--- config.mk ---
export PLATFORM = sky130hd
export DESIGN_NAME = instr_fetch_unit
export DESIGN_NICKNAME = d
export VERILOG_FILES = /design/src/rtl/riscv_pkg.sv /design/src/rtl/ifu_checker.sv /design/src/rtl/ifu_sync_fifo.sv /design/src/rtl/instr_fetch_unit.sv
export SDC_FILE = /design/constraint.sdc
export NUM_CORES = 1
export LEC_CHECK = 0
export CAP_MARGIN = 0
export CORE_ASPECT_RATIO = 0.5
export CORE_MARGIN = 3
export CORE_UTILIZATION = 30
export DETAILED_ROUTE_END_ITERATION = 6
export PLACE_DENSITY_LB_ADDON = 0.1
export SLEW_MARGIN = 20
export SYNTH_ARGS = -nofsm -noshare
export SYNTH_HDL_FRONTEND = slang
export SYNTH_HIERARCHICAL = 1
export SYNTH_SLANG_ARGS = --single-unit
--- constraint.sdc ---
create_clock -name clk -period 4.6 [get_ports clk]
set_input_delay 1.38 -clock clk [delete_from_list [all_inputs] [get_ports clk]]
set_output_delay 1.38 -clock clk [all_outputs]
set_load 0.005 [all_outputs]
--- src/rtl/riscv_pkg.sv ---
// Shared RV32I definitions: widths, NOP encoding, opcodes and the fetch entry layout.
package riscv_pkg;

   localparam int XLEN = 32;

   localparam logic [31:0] NOP_INSTR = 32'h0000_0013;

   localparam logic [6:0] OP_R      = 7'b0110011;
   localparam logic [6:0] OP_I      = 7'b0010011;
   localparam logic [6:0] OP_LOAD   = 7'b0000011;
   localparam logic [6:0] OP_STORE  = 7'b0100011;
   localparam logic [6:0] OP_BRANCH = 7'b1100011;
   localparam logic [6:0] OP_JAL    = 7'b1101111;
   localparam logic [6:0] OP_JALR   = 7'b1100111;
   localparam logic [6:0] OP_LUI    = 7'b0110111;
   localparam logic [6:0] OP_AUIPC  = 7'b0010111;

   typedef struct packed {
      logic [31:0]     instr;
      logic [XLEN-1:0] pc;
   } fetch_entry_t;

   function automatic logic [XLEN-1:0] align_pc(input logic [XLEN-1:0] pc);
      return {pc[XLEN-1:2], 2'b00};
   endfunction

endpackage

--- src/rtl/ifu_checker.sv ---
// Runtime invariants of the fetch unit: no overflowing push, drop count bounded by in-flight count.
module ifu_checker #(
   parameter int CW = 2
) (
   input logic          clk,
   input logic          rst,
   input logic          push,
   input logic          pop,
   input logic          full,
   input logic [CW-1:0] outstanding,
   input logic [CW-1:0] drop_cnt
);

   always @(posedge clk) begin
      if (!rst) begin
         assert (!(push && full && !pop));
         assert (drop_cnt <= outstanding);
      end
   end

endmodule

--- src/rtl/ifu_sync_fifo.sv ---
// Small synchronous FIFO with flush; head is read straight from the register array.
module ifu_sync_fifo #(
   parameter int              DEPTH     = 2,
   parameter int              WIDTH     = 64,
   parameter logic [WIDTH-1:0] RESET_VAL = {WIDTH{1'b0}}
) (
   input  logic                    clk,
   input  logic                    rst,
   input  logic                    push,
   input  logic                    pop,
   input  logic                    flush,
   input  logic [WIDTH-1:0]        wdata,
   output logic                    full,
   output logic                    empty,
   output logic [$clog2(DEPTH):0]  count,
   output logic [WIDTH-1:0]        head
);

   localparam int AW = $clog2(DEPTH);
   localparam int CW = AW + 1;

   logic [WIDTH-1:0] r_mem [DEPTH];
   logic [AW-1:0]    r_rd_ptr;
   logic [AW-1:0]    r_wr_ptr;
   logic [CW-1:0]    r_count;
   logic             w_push_en;
   logic             w_pop_en;

   assign full      = (r_count == CW'(DEPTH));
   assign empty     = (r_count == {CW{1'b0}});
   assign w_pop_en  = pop && !empty;
   // a full buffer may still accept a word when the head leaves in the same cycle
   assign w_push_en = push && (!full || w_pop_en);

   always_ff @(posedge clk) begin
      if (rst) begin
         r_rd_ptr <= {AW{1'b0}};
         r_wr_ptr <= {AW{1'b0}};
         r_count  <= {CW{1'b0}};
         for (int i = 0; i < DEPTH; i++) begin
            r_mem[i] <= RESET_VAL;
         end
      end else if (flush) begin
         r_rd_ptr <= {AW{1'b0}};
         r_wr_ptr <= {AW{1'b0}};
         r_count  <= {CW{1'b0}};
      end else begin
         if (w_push_en) begin
            r_mem[r_wr_ptr] <= wdata;
            r_wr_ptr        <= r_wr_ptr + AW'(1);
         end
         if (w_pop_en) begin
            r_rd_ptr <= r_rd_ptr + AW'(1);
         end
         r_count <= r_count + CW'(w_push_en) - CW'(w_pop_en);
      end
   end

   assign count = r_count;
   assign head  = r_mem[r_rd_ptr];

endmodule

--- src/rtl/instr_fetch_unit.sv ---
// RV32I instruction fetch: sequential PC generation, credit-limited imem requests, in-order buffer, redirect flush.
// Optional misaligned-redirect trap enabled by defining IFU_MISALIGN_TRAP_EN.
module instr_fetch_unit
   import riscv_pkg::*;
#(
   parameter logic [XLEN-1:0] RESET_PC = 32'h0000_0000,
   parameter int              DEPTH    = 2
) (
   input  logic            clk,
   input  logic            rst,
   output logic            imem_req_valid,
   input  logic            imem_req_ready,
   output logic [XLEN-1:0] imem_req_addr,
   input  logic            imem_rsp_valid,
   input  logic [31:0]     imem_rsp_data,
   input  logic            redirect_valid,
   input  logic [XLEN-1:0] redirect_pc,
   output logic            instr_valid,
   input  logic            instr_ready,
   output logic [31:0]     instr_out,
   output logic [XLEN-1:0] instr_pc
`ifdef IFU_MISALIGN_TRAP_EN
   ,
   output logic            fetch_misalign,
   output logic [XLEN-1:0] fetch_misalign_pc
`endif
);

   localparam int CW = $clog2(DEPTH) + 1;

   logic [XLEN-1:0] r_fetch_pc;
   logic [XLEN-1:0] r_rsp_pc;
   logic [CW-1:0]   r_outstanding;
   logic [CW-1:0]   r_drop_cnt;

   logic [CW-1:0]   w_count;
   logic            w_full;
   logic            w_empty;
   logic            w_push;
   logic            w_pop;
   logic            w_req_fire;
   logic            w_credit_ok;
   logic            w_trap_block;
   logic [CW-1:0]   w_out_next;
   fetch_entry_t    w_wentry;
   fetch_entry_t    w_head;

   // in-flight requests plus buffered words never exceed the buffer depth
   assign w_credit_ok    = ({1'b0, r_outstanding} + {1'b0, w_count}) < (CW+1)'(DEPTH);
   assign imem_req_valid = !rst && !redirect_valid && !w_trap_block && w_credit_ok;
   assign imem_req_addr  = r_fetch_pc;
   assign w_req_fire     = imem_req_valid && imem_req_ready;
   assign w_out_next     = r_outstanding + CW'(w_req_fire) - CW'(imem_rsp_valid);

   assign w_push   = imem_rsp_valid && !redirect_valid && (r_drop_cnt == {CW{1'b0}});
   assign w_pop    = instr_valid && instr_ready;
   assign w_wentry = '{instr: imem_rsp_data, pc: r_rsp_pc};

   always_ff @(posedge clk) begin
      if (rst) begin
         r_fetch_pc    <= RESET_PC;
         r_rsp_pc      <= RESET_PC;
         r_outstanding <= {CW{1'b0}};
         r_drop_cnt    <= {CW{1'b0}};
      end else if (redirect_valid) begin
         // everything still in flight after this cycle belongs to the wrong path
         r_fetch_pc    <= align_pc(redirect_pc);
         r_rsp_pc      <= align_pc(redirect_pc);
         r_outstanding <= w_out_next;
         r_drop_cnt    <= w_out_next;
      end else begin
         r_outstanding <= w_out_next;
         if (w_req_fire) begin
            r_fetch_pc <= r_fetch_pc + 32'd4;
         end
         if (imem_rsp_valid) begin
            if (r_drop_cnt != {CW{1'b0}}) begin
               r_drop_cnt <= r_drop_cnt - CW'(1);
            end else begin
               r_rsp_pc <= r_rsp_pc + 32'd4;
            end
         end
      end
   end

`ifdef IFU_MISALIGN_TRAP_EN
   logic            r_misalign;
   logic [XLEN-1:0] r_misalign_pc;

   always_ff @(posedge clk) begin
      if (rst) begin
         r_misalign    <= 1'b0;
         r_misalign_pc <= {XLEN{1'b0}};
      end else if (redirect_valid) begin
         r_misalign <= (redirect_pc[1:0] != 2'b00);
         if (redirect_pc[1:0] != 2'b00) begin
            r_misalign_pc <= redirect_pc;
         end
      end
   end

   assign fetch_misalign    = r_misalign;
   assign fetch_misalign_pc = r_misalign_pc;
   assign w_trap_block      = r_misalign;
`else
   assign w_trap_block = 1'b0;
`endif

   ifu_sync_fifo #(
      .DEPTH     (DEPTH),
      .WIDTH     ($bits(fetch_entry_t)),
      .RESET_VAL ({NOP_INSTR, RESET_PC})
   ) u_buf (
      .clk   (clk),
      .rst   (rst),
      .push  (w_push),
      .pop   (w_pop),
      .flush (redirect_valid),
      .wdata (w_wentry),
      .full  (w_full),
      .empty (w_empty),
      .count (w_count),
      .head  (w_head)
   );

   assign instr_valid = !w_empty;
   assign instr_out   = w_head.instr;
   assign instr_pc    = w_head.pc;

   ifu_checker #(.CW(CW)) u_chk (
      .clk         (clk),
      .rst         (rst),
      .push        (w_push),
      .pop         (w_pop),
      .full        (w_full),
      .outstanding (r_outstanding),
      .drop_cnt    (r_drop_cnt)
   );

endmodule

## After elaboration in Yosys (flattened, before gate mapping)

Memories as Yosys holds them, arrays and structs flattened. A register that Yosys moved wholly into a read port is not among the register bits.
Cells that the tools add are included.

| storage, ports and cells | value |
|---|---|
| register bits after elaboration | 72 |
| memory bits (writable) | 128 |
| bits of input ports | 70 |
| output and inout port bits | 98 |
| word-level logic and storage cells | 67 |
| memories | 1 |

| cells by class | value |
|---|---|
| add/subtract/negate cells | 10 |
| $lt $le $gt $ge | 1 |
| equality and inequality tests | 2 |
| mux-type cells | 19 |
| bitwise operators | 1 |
| reductions and logical operators | 24 |

Memory list:

| memory | words | bits a word | rd ports | clocked after Yosys merged registers in | write ports | line | RTL |
|---|---|---|---|---|---|---|---|
| u_buf.r_mem | 2 | 64 | 1 | 1 | 2 | ifu_sync_fifo.sv:22 | `logic [WIDTH-1:0] r_mem [DEPTH];` |

Operators with widths:

| operator | count |
|---|---|
| 2-to-1 mux 32 bit | 5 |
| adder 32 x 3 -> 32 bit, second input constant | 2 |
| 2-to-1 mux 64 bit | 1 |
| OR reduction 64 bit | 1 |
| 2-to-1 mux 1 bit | 10 |
| logical AND 1 bit | 8 |
| nonzero test 2 bit | 4 |
| 2-to-1 mux 2 bit | 3 |
| AND reduction 2 bit | 3 |
| adder 2 x 1 -> 2 bit | 2 |
| zero test 1 bit | 4 |
| zero test 2 bit | 2 |
| subtractor 2 x 1 -> 2 bit | 2 |
| adder 2 x 2 -> 3 bit | 1 |
| < comparator 3 x 2 -> 1 bit, second input constant | 1 |
| adder 1 bit, second input constant | 2 |
| equality test 2 bit, second input constant | 1 |
| != test 2 bit, second input constant | 1 |
| OR reduction 2 bit | 1 |
| subtractor 2 x 1 -> 2 bit, second input constant | 1 |
| logical OR 1 bit | 1 |
| inverter 1 bit | 1 |

## Depth between registers and ports, before layout

| logic depth | value |
|---|---|
| depth in word-level cells | 12 |
| depth in mapped cells | 13 |
| depth with buffers taken out | 12 |

## Modules after synthesis

Netlist, hierarchy kept.

By module, submodules not included:

| module | times used | cells each | area each (um^2) | seq. area each (um^2) |
|---|---|---|---|---|
| ifu_sync_fifo | 1 | 372 | 5811.8 | 3943.8 |
| instr_fetch_unit | 1 | 456 | 3834.9 | 1281.2 |

## Least setup slack after synthesis

Ideal clock, no wire load.

| timing path | value |
|---|---|
| path kind | in2reg |
| start point | in redirect_valid |
| end point | mem u_buf.r_mem[0][0], enable pin |
| setup time | 0.394 ns |
| arrival time | 3.655 ns |
| data required time | 4.206 ns |
| path slack | 0.551 ns |
| stages | 7 |
| buffers on the path | 4 |
| path through | clkbuf_1 -> clkbuf_1 -> clkbuf_1 -> nor2_1 -> nor4bb_2 -> buf_4 -> or2_2 |

RTL lines:

| item | line | RTL |
|---|---|---|
| start: declaration | instr_fetch_unit.sv:16 | `input logic redirect_valid,` |
| end: declaration | ifu_sync_fifo.sv:22 |  |

## Final worst setup path

| timing path | value |
|---|---|
| start point | in rst |
| end point | out imem_req_valid |

| on the way | value |
|---|---|
| cells in the longest elaborated chain, start to end | 3 |

Ends and longest elaborated chain:

| item | line | RTL |
|---|---|---|
| start: declaration | instr_fetch_unit.sv:10 | `input logic rst,` |
| zero test 1 bit | -- |  |
| logical AND 1 bit (2 in a row) | instr_fetch_unit.sv:50 | `assign imem_req_valid = !rst && !redirect_valid && !w_trap_block && w_credit_ok;` |
| end: declaration | instr_fetch_unit.sv:11 | `output logic imem_req_valid,` |

No other way between the ends.

==> run metrics <==
status finished, final reports clean; pwr/cell area 318.8 nW/µm²; largest net degree at the start of global routing 66; root buffer cell clkbuf_16; clk_lat worst skew 0.44 ns; initial antenna violation count 0; # hold bufs at CTS 0; CP max FO 2; Tmin final 4.423 ns; DR WL met2 12390 µm; Initial Util 0.3113; vias in the first global route 6788; WL per Instance 18.53 µm; CP startpoint rst; Lkg Pwr 4.211 nW; Fillers 3006; Startpoint Class primary input; Worst Hold Launch imem_req_addr[29]; # DRC 0; CTS H-tree lvls 4; full die area 34450 µm²; WP data arrival 3.04 ns; GR Util All Layers 0.1530; Final Hold Vio Count 0; routed length on met3 1000 µm; Worst Hold Path Cells 2; FF/Latch Area 5226 µm²; Port Buffer Count 163; TritonCTS clock tree done; Num CTS Buffers 17; max_slew headroom 0.4040; Post-layout nets 1058; postcts setup bufs 0; post-DP HPWL 17720 µm; Max-Cap Viols 0; synthesis-to-layout area growth 26.70%; Yosys warnings 6; clock-pin transition on the worst setup and hold timing paths 0.07 ns; first-pass GRT wire length 40680 µm; Tot Pwr 3.894 mW; # setup viols final 0; via count 6967; worst-margin pin slew 0.8927 ns; layout cell share with drive strength beyond 1 0.1278; Die W 259.5 µm; initial detailed-routing violation count 516; DR pass1 iterations 5; post_cts resized 0; Clock Sink Count 197; site row count 45; Req. time, crit path 3.22 ns; gpl congestion 0.7708; Post-Route Utilization 0.3944; Syn Area/Cell 11.66 µm²; Synth Instances 827; unrepaired setup endpoints after global routing false; Ant. Diodes 0; Mapped Area 9640 µm²; Worst VDD drop 200.6 µV; worst-case clock buffer depth 2; setup TNS 0 ns; Reg-to-Reg Start u_buf/count[0]; die height 132.8 µm; FF-to-FF path depth 12; top routing layer used met4; Fmax 226.1 MHz; final WL 26260 µm; kind of critical path in -> out; footprint of the multi-input gates 4103 µm²; Crit. End Element primary output; HP Class reg -> reg; Final Skew 0.009034 ns; DRT antenna net count 0; Ports 168; Final Cycle Share 0.9614; Core ar. 30970 µm²; vias per inst 4.917; M1 wire length 12680 µm; final slew viol count 0; total gr overflow 0
## registers in the layout, summed over array words and instances, names as in the netlist, named ones only
register / cells
u_buf/r_mem: 128
r_drop_cnt: 2
r_outstanding: 2
r_rsp_pc: 30
u_buf/count: 2
u_buf/r_rd_ptr: 1
imem_req_addr: 30
u_buf/r_wr_ptr: 1
## worst max-delay path, cell delays in order
cell and delay (ns):
clkdlybuf4s50_1 0.45, nor4_1 0.50, buf_4 0.21, clkdlybuf4s50_1 0.49
## cells in the final DEF (no fill, tap or decap), drive strengths merged, types with 10 or more instances in the layout
master / n
clkbuf: 23
nand3: 17
dfxtp: 69
a31oi: 16
and4: 16
nor3: 14
o21ai: 21
nor4: 19
clkdlybuf4s50: 162
xor2: 15
nor2: 20
a211oi: 10
and2: 128
buf: 18
o21a: 15
nand4: 25
a21boi: 15
inv: 15
o31ai: 12
nand2: 38
or4: 12
edfxtp: 128
xnor2: 10
mux2: 66
## metal layers
| layer | vias up | global-route usage |
|---|---|---|
| met1 | 3425 | 0.2131 |
| met5 | - | 0 |
| met3 | 12 | 0.03155 |
| met2 | 137 | 0.2445 |
| li1 | 3393 | - |
| met4 | 0 | 0.03574 |
## path summary, 6_finish.rpt
check | to | slack (ns)
max | imem_req_valid | 0.18
min | imem_req_addr[29] | 0.55
max reg2reg | r_drop_cnt[1] | 1.24
min reg2reg | imem_req_addr[29] | 0.55
## metrics by stage
stage / instance area, µm² / hold slack (ns) / std cells / setup slack, ns
6_report: 12210 / 0.5543 / 1417 / 0.1775
3_5_place_dp: 11680 / 0.5343 / 1385 / 0.09708
4_1_cts: 12210 / 0.5456 / 1417 / 0.07714
3_3_place_gp: 11680 / 0.5219 / 1385 / 0.08332
5_1_grt: 12210 / 0.5620 / 1417 / 0.09446
2_1_floorplan: 9659 / 0.4981 / 832 / 0.5512
## power breakdown
part / leakage (nW) / switching (mW) / internal [mW]
registers: 1.88 / 0.0808 / 1.97
clock network: 0.254 / 0.656 / 0.734
logic: 2.08 / 0.208 / 0.242
total: 4.21 / 0.945 / 2.95
## area by class of cell
| class | count | share of cell area |
|---|---|---|
| tap | 423 | 0.04333 |
| inverter | 15 | 0.004610 |
| clock inverter | 9 | 0.004405 |
| timing repair buffer | 180 | 0.1446 |
| sequential | 197 | 0.4279 |
| multi-input combinational | 570 | 0.3359 |
| clock buffer | 23 | 0.03923 |
No activity file was read; power rests on OpenSTA's default activity.
